### config.mk
export PLATFORM = sky130hd
export DESIGN_NAME = score_display
export DESIGN_NICKNAME = d
export VERILOG_FILES = /design/src/rtl/score_display.sv
export SDC_FILE = /design/constraint.sdc
export NUM_CORES = 1
export LEC_CHECK = 0
export CAP_MARGIN = 15
export CORE_UTILIZATION = 51
export CTS_CLUSTER_SIZE = 20
export DETAILED_ROUTE_END_ITERATION = 6
export DONT_BUFFER_PORTS = 1
export GPL_ROUTABILITY_DRIVEN = 1
export GPL_TIMING_DRIVEN = 0
export PLACE_DENSITY = 0.62
export SLEW_MARGIN = 10
export SYNTH_ARGS = -nofsm -noshare
export SYNTH_HDL_FRONTEND = slang
export SYNTH_SLANG_ARGS = --single-unit
export TNS_END_PERCENT = 20
### constraint.sdc
create_clock -name pixel_clk -period 5.5 [get_ports pixel_clk]
set_input_delay 0.55 -clock pixel_clk [delete_from_list [all_inputs] [get_ports pixel_clk]]
set_output_delay 0.55 -clock pixel_clk [all_outputs]
set_load 0.03 [all_outputs]
### src/rtl/score_display.sv
// rtl/score_display.sv - saturating BCD score counter rendered as scaled 5x7 glyphs
// Optional feature macro: SCORE_LZB_EN (leading-zero blanking).
module score_display #(
  parameter int          DIGITS     = 4,
  parameter int          SCORE_X    = 16,
  parameter int          SCORE_Y    = 16,
  parameter int          SCALE_LOG2 = 1,
  parameter logic [23:0] COLOR      = 24'hFFFFFF
) (
  input  logic                pixel_clk,
  input  logic                rst,
  input  logic                fsync,
  input  logic signed [11:0]  hpos,
  input  logic signed [11:0]  vpos,
  input  logic                hit,
  input  logic                clear,
  output logic [7:0]          pixel [0:2],
  output logic                active,
  output logic [4*DIGITS-1:0] score_bcd
);

  localparam int DW = 11 - SCALE_LOG2;
  localparam logic signed [13:0] X0    = 14'(SCORE_X);
  localparam logic signed [13:0] Y0    = 14'(SCORE_Y);
  localparam logic signed [13:0] W_PIX = 14'(DIGITS * 8 * (1 << SCALE_LOG2));
  localparam logic signed [13:0] H_PIX = 14'(8 * (1 << SCALE_LOG2));

  logic                hit_q;
  logic [2:0]          pending_q, pending_d;
  logic [4*DIGITS-1:0] score_q, score_d, score_inc;
  logic                hit_evt, carry, all_nines;

  assign hit_evt = hit & ~hit_q;

  // BCD ripple increment; an all-nines score holds instead of wrapping
  always_comb begin
    score_inc = score_q;
    carry     = 1'b1;
    all_nines = 1'b1;
    for (int i = 0; i < DIGITS; i++) begin
      if (score_q[4*i +: 4] != 4'd9) all_nines = 1'b0;
      if (carry) begin
        if (score_q[4*i +: 4] == 4'd9) begin
          score_inc[4*i +: 4] = 4'd0;
        end else begin
          score_inc[4*i +: 4] = score_q[4*i +: 4] + 4'd1;
          carry = 1'b0;
        end
      end
    end
    if (all_nines) score_inc = score_q;
  end

  always_comb begin
    pending_d = pending_q;
    score_d   = score_q;
    if (fsync && (hit_evt || pending_q != 3'd0)) begin
      score_d = score_inc;
      if (!hit_evt) pending_d = pending_q - 3'd1;
    end else if (hit_evt && !fsync && pending_q != 3'd7) begin
      pending_d = pending_q + 3'd1;
    end
  end

  always_ff @(posedge pixel_clk) begin
    if (rst || clear) begin
      hit_q     <= 1'b0;
      pending_q <= 3'd0;
      score_q   <= '0;
    end else begin
      hit_q     <= hit;
      pending_q <= pending_d;
      score_q   <= score_d;
    end
  end

  assign score_bcd = score_q;

  function automatic logic [34:0] glyph(input logic [3:0] n);
    case (n)
      4'd0:    glyph = 35'b01110_10001_10011_10101_11001_10001_01110;
      4'd1:    glyph = 35'b00100_01100_00100_00100_00100_00100_01110;
      4'd2:    glyph = 35'b01110_10001_00001_00010_00100_01000_11111;
      4'd3:    glyph = 35'b11111_00010_00100_00010_00001_10001_01110;
      4'd4:    glyph = 35'b00010_00110_01010_10010_11111_00010_00010;
      4'd5:    glyph = 35'b11111_10000_11110_00001_00001_10001_01110;
      4'd6:    glyph = 35'b00110_01000_10000_11110_10001_10001_01110;
      4'd7:    glyph = 35'b11111_00001_00010_00100_01000_01000_01000;
      4'd8:    glyph = 35'b01110_10001_10001_01110_10001_10001_01110;
      4'd9:    glyph = 35'b01110_10001_10001_01111_00001_00010_01100;
      default: glyph = '0;
    endcase
  endfunction

  // Render from hpos+1 so the registered output lines up with the current pixel
  logic signed [13:0] hl, dx, dy;
  logic               in_region, blank, bit_on, fg;
  logic [DW-1:0]      dig_w;
  logic [2:0]         col, row;
  logic [3:0]         cur_nib;
  logic [34:0]        glyph_bits;
  logic [4:0]         row_bits;

  assign hl        = {{2{hpos[11]}}, hpos} + 14'sd1;
  assign dx        = hl - X0;
  assign dy        = {{2{vpos[11]}}, vpos} - Y0;
  assign in_region = (dx >= 14'sd0) && (dx < W_PIX) && (dy >= 14'sd0) && (dy < H_PIX);
  assign dig_w     = dx[13:3+SCALE_LOG2];
  assign col       = dx[SCALE_LOG2 +: 3];
  assign row       = dy[SCALE_LOG2 +: 3];

`ifdef SCORE_LZB_EN
  logic lead;
  always_comb begin
    cur_nib = 4'd0;
    blank   = 1'b0;
    lead    = 1'b1;
    for (int d = 0; d < DIGITS; d++) begin
      if (score_q[4*(DIGITS-1-d) +: 4] != 4'd0) lead = 1'b0;
      if (dig_w == DW'(d)) begin
        cur_nib = score_q[4*(DIGITS-1-d) +: 4];
        blank   = lead && (d != DIGITS - 1);
      end
    end
  end
`else
  always_comb begin
    cur_nib = 4'd0;
    blank   = 1'b0;
    for (int d = 0; d < DIGITS; d++) begin
      if (dig_w == DW'(d)) cur_nib = score_q[4*(DIGITS-1-d) +: 4];
    end
  end
`endif

  always_comb begin
    glyph_bits = glyph(cur_nib);
    row_bits   = 5'd0;
    bit_on     = 1'b0;
    for (int r = 0; r < 7; r++) begin
      if (row == 3'(r)) row_bits = glyph_bits[5*(6-r) +: 5];
    end
    for (int c = 0; c < 5; c++) begin
      if (col == 3'(c)) bit_on = row_bits[4-c];
    end
    fg = in_region && !blank && bit_on;
  end

  logic       active_q;
  logic [7:0] red_q, grn_q, blu_q;

  always_ff @(posedge pixel_clk) begin
    if (rst) begin
      active_q <= 1'b0;
      red_q    <= 8'd0;
      grn_q    <= 8'd0;
      blu_q    <= 8'd0;
    end else begin
      active_q <= fg;
      red_q    <= fg ? COLOR[23:16] : 8'd0;
      grn_q    <= fg ? COLOR[15:8]  : 8'd0;
      blu_q    <= fg ? COLOR[7:0]   : 8'd0;
    end
  end

  assign active   = active_q;
  assign pixel[0] = blu_q;
  assign pixel[1] = grn_q;
  assign pixel[2] = red_q;

endmodule

# Word-level counts from Yosys, hierarchy flattened

Memories as Yosys holds them, arrays and structs flattened.
Index checks and enable logic that the tools add are counted.
W data, S select, Z words.

Logic and storage cells: 101
Output and inout port bits: 41
Input bits: 29
Register bits: 29
ROM bits: 560
Memories: 1

Add/subtract/negate cells: 9
Magnitude comparators: 4
Eq/ne operators: 23
Mux-type cells: 33
Reduce and logical (&&, ||, !) cells: 20
Bitwise gates (word level): 3

Memory list:

| name            | depth | bits a word | read ports | clocked after Yosys merged registers in | wr ports | RTL line | text |
|---|---|---|---|---|---|---|---|
| (no name shown) | 16    | 35          | 1          | 0                                       | 0        | 80       | `case (n)` |

Operators by type and width:

| cell                    | count |
|---|---|
| $mux W5                 | 7 |
| $mux W4                 | 8 |
| $eq A10 B2 Y1 const B   | 2 |
| $add A4 B1 Y4 const B   | 4 |
| $eq A4 B4 Y1 const B    | 4 |
| $ne A4 B4 Y1 const B    | 4 |
| $ge A14 B1 Y1 const B   | 1 |
| $lt A14 B8 Y1 const B   | 1 |
| $mux W1                 | 14 |
| $sub A13 B6 Y14 const B | 1 |
| $add A12 B2 Y13 const B | 1 |
| $ge A13 B1 Y1 const B   | 1 |
| $lt A13 B6 Y1 const B   | 1 |
| $sub A12 B6 Y13 const B | 1 |
| $eq A3 B2 Y1 const B    | 4 |
| $eq A3 B3 Y1 const B    | 4 |
| $eq A10 B1 Y1 const B   | 1 |
| $logic_not A10 Y1       | 1 |
| $mux W3                 | 3 |
| $reduce_and A3 Y1       | 3 |
| $mux W8                 | 1 |
| $logic_and A1 B1 Y1     | 7 |
| $eq A3 B1 Y1 const B    | 2 |
| $logic_not A3 Y1        | 2 |
| 11 further kinds        | 14 |

# Logic depth before layout (Yosys ltp)

An unclocked memory read counts as a cell.

Depth after elaboration: 22
Mapped depth: 18
Depth with buffers taken out: 15

# Least setup slack after synthesis

Ideal clock, no wire load.

Path kind: input port to flip-flop
Start: input hpos[0]
End: register blu_q[6]
Stages: 14
Data required time: 5.356 ns
Setup time: 0.144 ns
Setup slack: 1.815 ns
Path buffers: 1
Data arrival time: 3.541 ns
Cell sequence: ha_1 -> and3_1 -> buf_2 -> xnor2_2 -> mux4_2 -> nand2_1 -> inv_1 -> ha_1 -> nor4b_1 -> a211o_1 -> a211oi_1 -> o211ai_1 -> a32oi_1 -> o221ai_1

Word-level cells in the longest chain between the ends: 22
Elaborated cells on any way between the ends: 35
Classes of those cells: 2 x add/sub; 2 x order compare; 7 x eq/ne; 17 x mux; 6 x reduce/logical; 1 x memory

Ends and longest elaborated chain:

| item                  | RTL line | text |
|---|---|---|
| from (decl)           | 13       | `input logic signed [11:0] hpos,` |
| $add A12 B2 Y13 *     | 104      | `assign hl = {{2{hpos[11]}}, hpos} + 14'sd1;` |
| $sub A13 B6 Y14 *     | 105      | `assign dx = hl - X0;` |
| $logic_not A10 Y1     | 131      | `if (dig_w == DW'(d)) cur_nib = score_q[4*(DIGITS-1-d) +: 4];` |
| $mux W4 (4 in series) | 131      |  |
| $mem_v2 Z16 W35       | n/a      |  |
| $mux W5 (7 in series) | 141      | `if (row == 3'(r)) row_bits = glyph_bits[5*(6-r) +: 5];` |
| $mux W1 (5 in series) | 144      | `if (col == 3'(c)) bit_on = row_bits[4-c];` |
| $logic_and A1 B1 Y1 * | 146      | `fg = in_region && !blank && bit_on;` |
| $mux W8 *             | 162      | `blu_q <= fg ? COLOR[7:0] : 8'd0;` |
| to (signal assigned)  | 162      |  |
| to (decl)             | 150      | `logic [7:0] red_q, grn_q, blu_q;` |

Mark *: on every way between the ends. The rest lies on a longest branch, timed or not.
A chain may end at the register's enable or synchronous reset.

# Worst setup path after layout

Ends and elaborated chain as after synthesis.

==> flow_summary.toml <==
[drt]
drt-initial-drc-count = 339
route.antenna.remaining_nets = 0
viasPerCell = 6.087
dr_total_vias = 2520
routedWlPerCell_um = 15.96
first_pass_iters = 6
wl_um = 6609
drc = 0

[clocking]
clk_latency_ns = 0.26
clockBufferDepth = 2
ctsResizeCount = 0
hold_buffers = 0
cts.clk_slew.worst_paths_ns = 0.07
cts_root_buf = "clkbuf_8"
cts_sinks = 21
h-tree-depth = 1
cts_buffers = 3
cts_tree = "yes"
postCtsSetupBuffers = 0

[worst_hold_path]
min_path_type = "in2reg"

[place]
place_congestion = 0.9441
hpwlAfterDp_um = 5137
io_buffer_count = 0
post_dp_cell_area_um2 = 2594

[finish]
ff_latch_area_um2 = 420.4
utilization_pct = 55.89
fillCellCount = 465
multiInputGateArea_um2 = 1784
n_antenna_cell = 0
fin_area_um2 = 2640
nNetsFinal = 388
area_growth_pct = 5.184
final_layout_size_suffix_gt1_share_pct = 13.26

[synthesis]
netlist_instances = 343
yosysWarningCount = 0
ys_top_cells_by_area = "dfxtp_1, buf_4, nor2_1"
yosys.area.top_type_share_pct = 16.75
syn_area_um2 = 2510
synth.largest_area_cell = "dfxtp_1"
ys_seq_area_share_pct = 16.75
syn_avg_cell_area_um2 = 7.318
synth-seq-cells = 21
synth_edf_count = 0
ys.flop_type = "dfxtp_1"
synthTopCellsByCount = "nor2_1, nand2_1, buf_4"
syn-num-nets = 383
yosysMostFrequentCell = "nor2_1"
synth_cell_types = 58
async_flop_share_pct = 0

[outcome]
status = "finished clean"

[critical_path]
cp-start-kind = "input port"
crit_required_ns = 5.65
path_max_fanout = 10
cp.arrival_ns = 4.58
cp-end-kind = "register"
path_class = "in2reg"

[sta]
clock-skew-final_ns = 0.002750
hold_viol_final = 0
post-route-period-util_pct = 80.58
fmax_ghz = 0.2256
rsz0062_at_grt = "no"
worstMarginPinSlew_ns = 0.9565
finalCriticalPeriod_ns = 4.432
slew_headroom_pct = 36.15
report.final.slew_viol_count = 0
setup_violations = 0
tns_ns = 0
whs_ns = 0.4191

[global_routing]
top_usage_layer = "met2"
antenna_found_initial = 0
gr-usage-met2_pct = 44.24
grt_use_total_pct = 25.92
grt_max_degree = 26
grt_first_pass_wirelength_um = 10780
use_met1_pct = 33.25
grt_pass1_vias = 2258
overflow = 0
met3_usage_pct = 3.194

[power_and_ir_drop]
powerDensity_nw_per_um2 = 122.7
leakage_nw = 1.006
peakVddDrop_v = 0.0001451
finalPower_mw = 0.3238

[die]
fp.dieH_um = 72.15
pin_count = 70
start_util_pct = 53.14
chipWidth_um = 72.15
rows = 25
core_area_um2 = 4723
die-area_um2 = 5206

[run]
drv_cap = 0
power by group:
part / leakage (nW) / switching [mW] / internal [mW]
clock: 0.0255 / 0.0485 / 0.0504
combinational: 0.811 / 0.0407 / 0.0282
sequential: 0.170 / 0.00235 / 0.154
cells by family after synthesis:
| kind of cell | count (synthesis) | share of synthesized area, % |
|---|---|---|
| AO/OA/AOI/OAI | 92 | 25.18 |
| XOR/XNOR | 17 | 6.231 |
| adder cells (fa/ha/maj) | 11 | 5.783 |
| buffers and inverters | 55 | 12.16 |
| flip-flops | 21 | 16.75 |
| multiplexers | 14 | 6.780 |
| AND/OR/NAND/NOR | 133 | 27.12 |
flip-flops by register name, indices dropped and copies added, names as in the netlist:
signal	flops
pending_q	3
score_bcd	16
blu_q	1
hit_q	1
critical path: stages:
cell and delay [ns]:
ha_1 0.19, and3_1 0.16, buf_2 0.17, nand2_1 0.06, a211o_1 0.33, a2111oi_4 0.62, nand2_1 0.37, inv_1 0.20
ha_1 0.31, nor4b_1 0.62, a211o_1 0.19, a211oi_1 0.07, o211ai_1 0.28, a32oi_1 0.14, o221ai_1 0.32
through the flow:
step           instances  setup WS [ns]
2_1_floorplan        343          1.815
3_3_place_gp         410         0.8132
3_5_place_dp         410         0.8891
4_1_cts              414          1.133
5_1_grt              414         0.8945
6_report             414          1.068
per-layer routing:
layer  vias to the layer above  routed length [um]
met1                      1164                2875
met4                         0                 107
met3                        10                 437
li1                       1231                   -
met5                         -                   0
met2                       115                3189
cell type report:
type / instances / share of cell area, %
plain buffers: 39 / 9.289
well taps: 67 / 3.175
inverters: 16 / 2.275
multi-input cells: 267 / 67.58
flip-flops and latches: 21 / 15.92
clock inverters: 1 / 0.1896
clock buffers: 3 / 1.564
cells in the final DEF (no fill, tap or decap), types with 4 or more instances in the layout:
cell	instances
nor3_1	7
buf_4	25
buf_2	4
mux2_2	4
nor3b_1	5
inv_1	15
dfxtp_1	21
o21ai_0	18
nand3_1	11
nor2b_1	11
a211oi_1	6
a211o_1	6
clkbuf_1	10
a31oi_1	9
mux2i_1	8
nor4_1	4
xor2_1	6
nor2_1	36
and2_1	5
xnor2_1	10
nand2_1	30
and3_1	6
a21oi_1	22
ha_1	10
final timing paths:
path                             start                   endpoint  slack [ns]  cells after the start
max                            hpos[0]        blu_q[6]$_SDFF_PP0_        1.07                     15
min                                hit           hit_q$_SDFF_PP0_        0.42                      2
max reg2reg  score_bcd[2]$_SDFFE_PP0P_        blu_q[6]$_SDFF_PP0_        1.79                     13
min reg2reg  pending_q[2]$_SDFFE_PP0P_  pending_q[2]$_SDFFE_PP0P_        0.51                      2
No activity file was read; power rests on OpenSTA's default activity.
